File: config.mk
export PLATFORM = sky130hd
export DESIGN_NAME = pipe_rca
export DESIGN_NICKNAME = d
export VERILOG_FILES = /design/src/rtl/pipe_rca_pkg.sv /design/src/rtl/rca_chunk.sv /design/src/rtl/pipe_rca.sv
export SDC_FILE = /design/constraint.sdc
export NUM_CORES = 1
export LEC_CHECK = 0
export BUFFER_PORTS_ARGS = -buffer_cell sky130_fd_sc_hd__buf_2
export CORE_MARGIN = 2
export CORE_UTILIZATION = 28
export CTS_CLUSTER_SIZE = 16
export DETAILED_ROUTE_END_ITERATION = 10
export PLACE_DENSITY = 0.46
export SLEW_MARGIN = 20
export SYNTH_ARGS = -nofsm -noshare
export SYNTH_HDL_FRONTEND = slang
export SYNTH_SLANG_ARGS = --single-unit
File: constraint.sdc
create_clock -name clk -period 5.2 [get_ports clk]
set_clock_uncertainty 0.05 [all_clocks]
set_input_delay 0.52 -clock clk [delete_from_list [all_inputs] [get_ports clk]]
set_output_delay 0.52 -clock clk [all_outputs]
set_load 0.005 [all_outputs]
File: src/rtl/pipe_rca_pkg.sv
// Shared defaults for the pipelined ripple-carry adder and the stage-count derivation.
package pipe_rca_pkg;

    localparam int DEF_WIDTH = 16;
    localparam int DEF_CHUNK = 4;
    localparam int DEF_STAGES = DEF_WIDTH / DEF_CHUNK;

    function automatic int stages_of(input int width, input int chunk);
        return width / chunk;
    endfunction

endpackage

File: src/rtl/rca_chunk.sv
// Combinational W-bit ripple-carry adder slice; also exposes the carry into its MSB
// so the last pipeline stage can derive signed overflow.
module rca_chunk #(
    parameter int W = 4
) (
    input  logic [W-1:0] a,
    input  logic [W-1:0] b,
    input  logic         cin,
    output logic [W-1:0] sum,
    output logic         cout,
    output logic         cmsb
);

    logic [W:0] c;

    always_comb begin
        c    = '0;
        sum  = '0;
        c[0] = cin;
        for (int i = 0; i < W; i++) begin
            sum[i]   = a[i] ^ b[i] ^ c[i];
            c[i + 1] = (a[i] & b[i]) | (c[i] & (a[i] ^ b[i]));
        end
    end

    assign cout = c[W];
    assign cmsb = c[W - 1];

endmodule

File: src/rtl/pipe_rca.sv
// Pipelined ripple-carry adder/subtractor: CHUNK bits per stage, carry and unconsumed
// operand bits skewed stage to stage, one global enable driven by the output handshake.
module pipe_rca
    import pipe_rca_pkg::*;
#(
    parameter int WIDTH = DEF_WIDTH,
    parameter int CHUNK = DEF_CHUNK
) (
    input  logic             clk,
    input  logic             rst,
    input  logic [WIDTH-1:0] a,
    input  logic [WIDTH-1:0] b,
    input  logic             cin,
    input  logic             sub,
    input  logic             in_valid,
    output logic             in_ready,
    output logic [WIDTH-1:0] sum,
    output logic             cout,
    output logic             ovf,
    output logic             out_valid,
    input  logic             out_ready
);

    localparam int STAGES = stages_of(WIDTH, CHUNK);

    if ((WIDTH % CHUNK) != 0) begin : g_bad_chunk
        $error("pipe_rca: WIDTH must be a multiple of CHUNK");
    end

    logic                         en;
    logic [STAGES-1:0]            v_q;
    logic [STAGES-1:0][WIDTH-1:0] a_q;
    logic [STAGES-1:0][WIDTH-1:0] b_q;
    logic [STAGES-1:0][WIDTH-1:0] s_q;
    logic [STAGES-1:0]            c_q;
    logic                         ovf_q;

    logic [STAGES-1:0]            v_d;
    logic [STAGES-1:0][WIDTH-1:0] a_d;
    logic [STAGES-1:0][WIDTH-1:0] b_d;
    logic [STAGES-1:0][WIDTH-1:0] s_d;
    logic [STAGES-1:0]            c_d;

    logic [STAGES-1:0][CHUNK-1:0] cs;
    logic [STAGES-1:0]            co;
    logic [STAGES-1:0]            cm;

    // Whole pipe advances together; a stalled output freezes every stage.
    assign en       = !v_q[STAGES-1] || out_ready;
    assign in_ready = !rst && en;

    // Operand registers are kept shifted down so each stage always adds the low CHUNK bits.
    always_comb begin
        v_d    = '0;
        a_d    = '0;
        b_d    = '0;
        s_d    = '0;
        c_d    = '0;
        v_d[0] = in_valid;
        a_d[0] = a;
        b_d[0] = sub ? ~b : b;
        c_d[0] = sub ? 1'b1 : cin;
        for (int k = 1; k < STAGES; k++) begin
            v_d[k] = v_q[k-1];
            a_d[k] = a_q[k-1];
            b_d[k] = b_q[k-1];
            s_d[k] = s_q[k-1];
            c_d[k] = c_q[k-1];
        end
    end

    for (genvar k = 0; k < STAGES; k++) begin : g_stage
        rca_chunk #(
            .W(CHUNK)
        ) u_chunk (
            .a   (a_d[k][CHUNK-1:0]),
            .b   (b_d[k][CHUNK-1:0]),
            .cin (c_d[k]),
            .sum (cs[k]),
            .cout(co[k]),
            .cmsb(cm[k])
        );
    end

    always_ff @(posedge clk) begin
        if (rst) begin
            v_q   <= '0;
            a_q   <= '0;
            b_q   <= '0;
            s_q   <= '0;
            c_q   <= '0;
            ovf_q <= 1'b0;
        end else if (en) begin
            for (int k = 0; k < STAGES; k++) begin
                v_q[k]                   <= v_d[k];
                a_q[k]                   <= a_d[k] >> CHUNK;
                b_q[k]                   <= b_d[k] >> CHUNK;
                s_q[k]                   <= s_d[k];
                s_q[k][k*CHUNK +: CHUNK] <= cs[k];
                c_q[k]                   <= co[k];
            end
            ovf_q <= co[STAGES-1] ^ cm[STAGES-1];
        end
    end

    assign out_valid = v_q[STAGES-1];
    assign sum       = s_q[STAGES-1];
    assign cout      = c_q[STAGES-1];
    assign ovf       = ovf_q;

endmodule
==> key figures, run 1 <==
Worst setup path
  • CP Max Fanout: 17
  • Worst endpoint required time: 5350 ps
  • CP Class: primary input to register
  • Critical Path End Type: register
  • CP arrival: 2760 ps
  • Crit start category: primary input

Logic synthesis
  • #FFs+latches synth: 97
  • Syn Nets: 516
  • Seq/Total Area, Yosys: 48.3%
  • Synth Instances: 462
  • Average size of a mapped cell: 8.70 µm²
  • Post-synth cell types: 16
  • Yosys top cell by area: dfxtp_1
  • Warnings from Yosys: 0
  • Synth top area share: 48.3%
  • Main area contributors after synthesis: dfxtp_1 48%, nand2_1 14%, a21oi_1 9.1%
  • Post-Synthesis Cell Area: 0.00402 mm²

Placed design
  • Routability cong.: 0.694
  • Post-place setup slack: 2210 ps
  • PortBufs: 57
  • Hpwl dp: 5.12 mm
  • Dpl cells: 667

GRT
  • First-pass GRT wire length: 13.8 mm
  • Antenna violations before repair: 0
  • Number of global-route vias before repair: 3031
  • GRT Total Usage: 11.5%
  • Met2 GRT Util: 18.6%
  • Grt total ovfl: 0
  • Busiest layer in global routing: met2
  • M1 GR Usage: 14.6%
  • Largest net degree at the start of global routing: 64
  • Met3 Track Usage GR: 3.30%

Clocking
  • Hold buffer count at CTS: 0
  • Cts bufs inserted: 9
  • PostCTS Resize Cnt: 0
  • H-tree Lvls: 3
  • Postcts setup bufs: 0
  • Clk Latency, worst-skew pair: 330 ps
  • CTS tree: yes
  • Clock transition at path regs: 60 ps
  • Sink Count: 97
  • Clock tree buffer depth: 2
  • Root buf cell: clkbuf_16

Drt
  • Via count: 2961
  • DRT Pass-1 Iters: 4
  • Total routed wirelength: 7.97 mm
  • DRC viols: 0
  • Avg WL per Cell: 11.7 µm
  • DRT antenna net count: 0
  • DRT iter0 DRCs: 110
  • Vias per cell: 4.35

Floorplan
  • Core Box Area: 0.0139 mm²
  • Rows: 43
  • Io pins: 58
  • Die area: 0.0153 mm²
  • Die Height: 124 µm
  • Die W: 124 µm
  • Initial Utilization: 28.8%

STA
  • Max Freq: 383 MHz
  • Rel. slew slack: 55.8%
  • Tcrit/Tclk final: 50.2%
  • Slew @ Worst Pin: 663 ps
  • RSZ-0062 raised after global routing: false
  • # setup viols final: 0
  • Tmin final: 2610 ps
  • Max-slew violations: 0
  • TNS Setup: 0 ps
  • Setup WS post-layout: 2590 ps
  • Fin. Hold Viols: 0

Cells and area
  • # diodes: 0
  • Synth-to-layout area growth: 14.5%
  • Layout Nets: 552
  • Layout cells sized above 1: 18.2%
  • Post-Layout Cell Count: 681

Pwr
  • Power per standard cell area: 334 mW/mm²
  • Maximum VDD drop: 0.126 mV
  • Leak: 1.85 nW
  • Tot Pwr: 1.54 mW

Outcome
  • Status: completed

Hold path
  • Worst min path class: primary input to register

Job
  • Maximum Capacitance Violations: 0
## critical path, stage by stage
cell     delay (ps)
buf_2           400
xnor2_1         170
fa_1            410
inv_1            80
fa_1            160
inv_1            50
fa_1            350
inv_1            70
fa_1            400
nand2_1          70
a21oi_1          70
## sequential cells by signal (all words and copies together) (netlist names)
register / cells
a_d: 24
b_d: 24
c_q: 4
ovf: 1
s_d: 24
sum: 16
v_q: 4
## metal layers
| layer | up-vias | wire length [µm] |
|---|---|---|
| met1 | 1369 | 4050 |
| met3 | 8 | 347 |
| met4 | 0 | 101 |
| li1 | 1530 | - |
| met5 | - | 0 |
| met2 | 54 | 3470 |
## final timing paths
path / slack (ps) / from / cells after the start / endpoint
max: 2590 / sub / 11 / s_d[19]$_SDFFE_PP0N_
min: 380 / a[4] / 3 / a_d[16]$_SDFFE_PP0N_
max reg2reg: 2920 / a_d[48]$_SDFFE_PP0N_ / 8 / sum[15]$_SDFFE_PP0N_
min reg2reg: 400 / sum[9]$_SDFFE_PP0N_ / 2 / sum[9]$_SDFFE_PP0N_
## power by group
part	switching (mW)	internal [mW]	leakage, nW
Sequential	0.0250	0.792	0.797
Clock	0.258	0.319	0.120
Combinational	0.0773	0.0649	0.931
## cells in the final DEF, fill, tap and decap left out
cell and instances:
fa_1 16, clkinv_2 1, a21oi_1 73, nand2b_4 1, a211oi_2 19, a211oi_1 4, inv_1 26, nor2_1 27
dfxtp_1 97, xnor2_1 13, buf_4 4, clkbuf_1 4, xor2_1 4, clkbuf_16 9, nand2_1 146, nor2b_4 1
buf_2 56
## final cells by class
| cell class | count | area, µm² |
|---|---|---|
| fillers | 1463 | 9340 |
| inverters | 26 | 97.6 |
| multi-input cells | 304 | 1780 |
| clock buffers | 13 | 240 |
| well taps | 180 | 225 |
| repair buffers | 60 | 310 |
| clock inverters | 1 | 5.00 |
| flip-flops and latches | 97 | 1940 |
## kinds of logic (layout without fill, tap and decap cells)
kind of cell / Yosys count / count (layout) / share of synthesized area (%)
AOI/OAI and AO/OA: 96 / 96 / 15.8
xor gates and xnor gates: 17 / 17 / 3.71
adders and majority gates: 16 / 16 / 7.97
buffers and inverters: 61 / 100 / 7.75
DFF: 97 / 97 / 48.3
and+or+nand+nor: 175 / 175 / 16.5
## stage by stage
stage	utilization (%)	hold slack, ps	instance area (µm²)
2_1_floorplan	-	382	4020
4_1_cts	33.0	364	4600
5_1_grt	33.0	369	4600
6_report	33.0	377	4600
3_3_place_gp	31.2	388	4350
3_5_place_dp	31.2	392	4350
## synthesized netlist by cell type, drive strengths merged
cell,count
nor2,27
inv,26
fa,16
nand2,146
a21oi,73
a211oi,23
clkbuf,9
nand2b,1
buf,26
xnor2,13
xor2,4
dfxtp,97
nor2b,1
(Power assumes the default switching activity.)
==> run 2, diff against run 1 <==
Settings changed: PLACE_DENSITY 0.46 to 0.47.
Clock period 5.2 ns to 2.4 ns, I/O delays scaled along.
==> run 2 against run 1 <==
Clock power rose by 140%. Critical path type is now register to register. First-iteration DRC count rose by 1.8%. Worst hold slack got worse by 290 ps. Cell area rose by 3.5%. Sequential share of layout area fell by 1.4 points. Setup slack got worse by 2400 ps. Die area did not move.
==> key figures, run 2 (synthesized netlist as in run 1, its figures left out) <==
STA
  • Hold_ws: 85.2 ps
  • RSZ-0062 raised after global routing: false
  • Slew @ Worst Pin: 571 ps
  • Tcrit/Tclk final: 94.0%
  • Max Freq: 443 MHz
  • # setup viols final: 0
  • Tmin final: 2260 ps
  • TNS Setup: 0 ps
  • Max-slew violations: 0
  • Rel. slew slack: 61.9%
  • Fin. Hold Viols: 0

Drt
  • Avg WL per Cell: 11.9 µm
  • DRT antenna net count: 0
  • DRT Pass-1 Iters: 4
  • Vias per cell: 4.28
  • Total routed wirelength: 8.18 mm
  • Via count: 2950
  • DRC viols: 0
  • DRT iter0 DRCs: 112

Worst setup path
  • Worst endpoint required time: 2610 ps
  • Critical Path End Type: register
  • Crit start category: register
  • CP arrival: 2470 ps
  • CP Max Fanout: 2
  • Setup slack, reg-to-reg: 140 ps
  • CP Class: register to register

Clocking
  • Hold buffer count at CTS: 0
  • H-tree Lvls: 3
  • Clk Latency, worst-skew pair: 340 ps
  • Postcts setup bufs: 0
  • Clock transition at path regs: 60 ps
  • Clock tree buffer depth: 2
  • CTS tree: yes
  • Sink Count: 97
  • Root buf cell: clkbuf_16
  • PostCTS Resize Cnt: 0
  • Cts bufs inserted: 9

Pwr
  • Maximum VDD drop: 0.337 mV
  • Power per standard cell area: 735 mW/mm²
  • Leak: 1.93 nW
  • Tot Pwr: 3.50 mW

Cells and area
  • Final cell area excluding filler cells: 0.00476 mm²
  • Util after Layout: 34.1%
  • Register area: 0.00194 mm²
  • Synth-to-layout area growth: 18.4%
  • Commonest non-fill, non-tap cell in the layout: nand2_1
  • Layout cells sized above 1: 20.4%
  • # diodes: 0
  • Layout Nets: 559
  • Commonest non-fill, non-tap cells in the layout: 146 x nand2_1, 97 x dfxtp_1, 73 x a21oi_1
  • Area of the multi-input gates: 0.00179 mm²
  • # fillers: 1495

Floorplan
  • Initial Utilization: 28.8%
  • Die W: 124 µm
  • Core Box Area: 0.0139 mm²
  • Die area: 0.0153 mm²
  • Io pins: 58
  • Die Height: 124 µm
  • Rows: 43

GRT
  • First-pass GRT wire length: 13.8 mm
  • GRT Total Usage: 11.7%
  • Grt total ovfl: 0
  • Number of global-route vias before repair: 2911
  • Antenna violations before repair: 0
  • Largest net degree at the start of global routing: 63

Job
  • Maximum Capacitance Violations: 0

Hold path
  • Worst min path class: primary input to register

Placed design
  • Routability cong.: 0.690
  • Hpwl dp: 5.38 mm
  • Placed cell area: 0.00446 mm²
  • PortBufs: 57

Outcome
  • Status: completed
-- run 2: cell count changes in the layout (fill, tap and decap cells not counted), sizes merged --
cell,previous run,this run
clkinv,1,2
buf,60,67
clkbuf,13,14
-- run 2: worst paths after layout --
path | from | endpoint | cells after the start
min reg2reg | sum[6]$_SDFFE_PP0N_ | sum[6]$_SDFFE_PP0N_ | 2
max reg2reg | a_d[48]$_SDFFE_PP0N_ | sum[15]$_SDFFE_PP0N_ | 8
max | a_d[48]$_SDFFE_PP0N_ | sum[15]$_SDFFE_PP0N_ | 8
min | a[14] | a_d[26]$_SDFFE_PP0N_ | 3
-- run 2: layer usage --
metal | global-route usage (%) | part of all wire [%] | up-vias
met2 | 17.8 | 45 | 46
met1 | 15.2 | 49 | 1350
met4 | 5.97 | 1.8 | 0
met5 | 0 | 0 | -
li1 | - | - | 1545
met3 | 3.07 | 4.3 | 9
-- run 2: critical path, stage by stage, from the launching register on --
cell	delay, ps
dfxtp_1	320
fa_1	410
inv_1	70
fa_1	160
inv_1	50
fa_1	430
inv_1	90
fa_1	420
a211oi_2	170
-- run 2: per-stage QoR --
stage	std cells	setup WS, ps
after floorplan	462	29.5
after global placement	674	115
after detailed placement	674	41.8
after CTS	690	136
after global routing	690	13.4
final	690	145
-- run 2: final cells by class --
type	count	area share, %
clock buffers	14	5.97
clock inverters	2	0.210
inverters	26	2.05
multi-input cells	304	37.5
flip-flops and latches	97	40.8
well taps	180	4.73
repair buffers	67	8.68
-- run 2: power by group --
group | internal, mW | switching [mW]
registers | 1.72 | 0.0545
logic | 0.150 | 0.170
clock network | 0.813 | 0.593
total | 2.68 | 0.817
==> run 3, diff against run 2 <==
==> constraint.sdc (replaced) <==
create_clock -name clk -period 2.4 [get_ports clk]
set_clock_uncertainty 0.05 [all_clocks]
set_input_delay 0 -clock clk [delete_from_list [all_inputs] [get_ports clk]]
set_output_delay 0 -clock clk [all_outputs]
set_load 0.005 [all_outputs]
==> run 3 against run 2 <==
Combinational power grew 10%. Sequential cell count is the same. Setup slack lost 6.5 ps. Cell area grew 3.8%. Global-route usage shrank 0.10 points. Sequential power is essentially flat. Die area is the same. Clock power shrank 12%. Critical endpoint unchanged. Largest power group unchanged.
==> key figures, run 3 (synthesized netlist as in run 1, its figures left out) <==
STA
  • Tcrit/Tclk final: 94.2%
  • Rel. slew slack: 60.4%
  • RSZ-0062 raised after global routing: false
  • Fin. Hold Viols: 0
  • Tmin final: 2260 ps
  • Setup WS post-layout: 138 ps
  • TNS Setup: 0 ps
  • Max Freq: 442 MHz
  • # setup viols final: 0
  • Max-slew violations: 0
  • Slew @ Worst Pin: 595 ps

Job
  • Maximum Capacitance Violations: 0

Cells and area
  • # fillers: 1472
  • Synth-to-layout area growth: 22.9%
  • Commonest non-fill, non-tap cell in the layout: nand2_1
  • Post-Layout Cell Count: 711
  • Layout cells sized above 1: 18.3%
  • Commonest non-fill, non-tap cells in the layout: 146 x nand2_1, 97 x dfxtp_1, 73 x a21oi_1
  • Register area: 0.00194 mm²
  • Area of the multi-input gates: 0.00178 mm²
  • Layout Nets: 584
  • Final cell area excluding filler cells: 0.00494 mm²
  • # diodes: 0

Drt
  • Avg WL per Cell: 11.5 µm
  • DRT antenna net count: 0
  • DRT Pass-1 Iters: 6
  • Via count: 3035
  • Vias per cell: 4.27
  • DRC viols: 0
  • DRT iter0 DRCs: 124
  • Total routed wirelength: 8.15 mm

Worst setup path
  • R2r worst-path depth: 8
  • Setup slack, reg-to-reg: 140 ps
  • CP arrival: 2470 ps
  • R2r startpoint: a_d[48]$_SDFFE_PP0N_
  • FF-to-FF End: sum[15]$_SDFFE_PP0N_
  • CP Class: register to register
  • CP Max Fanout: 2
  • Crit start category: register
  • Crit path from: a_d[48]$_SDFFE_PP0N_
  • Worst endpoint required time: 2610 ps
  • Critical Path End Type: register

Placed design
  • Placed cell area: 0.00443 mm²
  • Hpwl dp: 5.33 mm
  • Routability cong.: 0.714
  • Post-place setup slack: 156 ps
  • Dpl cells: 672
  • PortBufs: 57

Floorplan
  • Rows: 43
  • Die area: 0.0153 mm²
  • Die Height: 124 µm
  • Die W: 124 µm
  • Core Box Area: 0.0139 mm²
  • Initial Utilization: 28.8%
  • Io pins: 58

Pwr
  • Tot Pwr: 3.36 mW
  • Power per standard cell area: 681 mW/mm²
  • Maximum VDD drop: 0.290 mV
  • Leak: 2.00 nW

Clocking
  • Sink Count: 97
  • Clock transition at path regs: 60 ps
  • Clock tree buffer depth: 2
  • CTS tree: yes
  • Root buf cell: clkbuf_16
  • Clk Latency, worst-skew pair: 340 ps
  • H-tree Lvls: 3
  • Cts bufs inserted: 9
  • PostCTS Resize Cnt: 0

GRT
  • Antenna violations before repair: 0
  • First-pass GRT wire length: 13.7 mm
  • Grt total ovfl: 0
  • Number of global-route vias before repair: 2877
  • Largest net degree at the start of global routing: 55
  • GRT Total Usage: 11.6%

Hold path
  • Worst min path class: primary input to register
  • Min-delay src: b[15]
  • Hold path endpoint: b_d[27]$_SDFFE_PP0N_
  • WHS Path Cells: 3

Outcome
  • Status: completed
==> run 3: cell types whose count changed in the layout (fill, tap and decap cells not counted) <==
cell / change
xnor2_2: -1
dlygate4sd3_1: +27
buf_4: -1
buf_12: -1
clkbuf_8: -4
xnor2_1: +1
==> run 3: how the worst max path moves through the flow <==
stage                                 endpoint  slack (ps)  cells past startpoint
after floorplan           s_d[19]$_SDFFE_PP0N_         230                     12
after global placement    sum[15]$_SDFFE_PP0N_         190                      8
after detailed placement  sum[15]$_SDFFE_PP0N_         160                      8
after CTS                 sum[15]$_SDFFE_PP0N_         130                      8
after global routing      sum[15]$_SDFFE_PP0N_          20                      8
final                     sum[15]$_SDFFE_PP0N_         140                      8
==> run 3: repair_timing <==
action,4_1_cts,5_1_grt
endpoints found under the hold margin,33,0
setup endpoints to repair,0,0
setup buffers,0,0
hold buffers,27,0
==> run 3: layer usage <==
metal / global-route usage, % / vias to the layer above / wire, µm
met5: 0 / - / 0
met4: 4.90 / 0 / 114
met3: 3.21 / 8 / 338
met2: 16.5 / 52 / 3450
met1: 16.3 / 1380 / 4250
li1: - / 1595 / -
==> run 3: cell type report <==
| type | count | share of cell area [%] |
|---|---|---|
| Tap cell | 180 | 4.56 |
| Sequential cell | 97 | 39.3 |
| Timing Repair Buffer | 92 | 13.3 |
| Multi-Input combinational cell | 304 | 36.0 |
| Clock buffer | 10 | 4.64 |
| Clock inverter | 2 | 0.203 |
| Inverter | 26 | 1.98 |
==> run 3: power breakdown <==
group | internal (mW) | switching, mW | total (mW)
logic | 0.176 | 0.176 | 0.352
clock network | 0.675 | 0.564 | 1.24
registers | 1.72 | 0.0537 | 1.77
==> run 3: worst max-delay path, stage by stage, from the launching register on <==
cell      delay [ps]
dfxtp_1          320
fa_1             410
inv_1             70
fa_1             150
inv_1             50
fa_1             420
inv_1            100
fa_1             430
a211oi_2         180
==> run 3: through the flow <==
stage               util (%)  hold WS [ps]
floorplan                  -          90.5
global placement        31.8           200
detailed placement      31.8           204
CTS                     35.4          4.34
global route            35.4          21.2
finish                  35.4          6.20
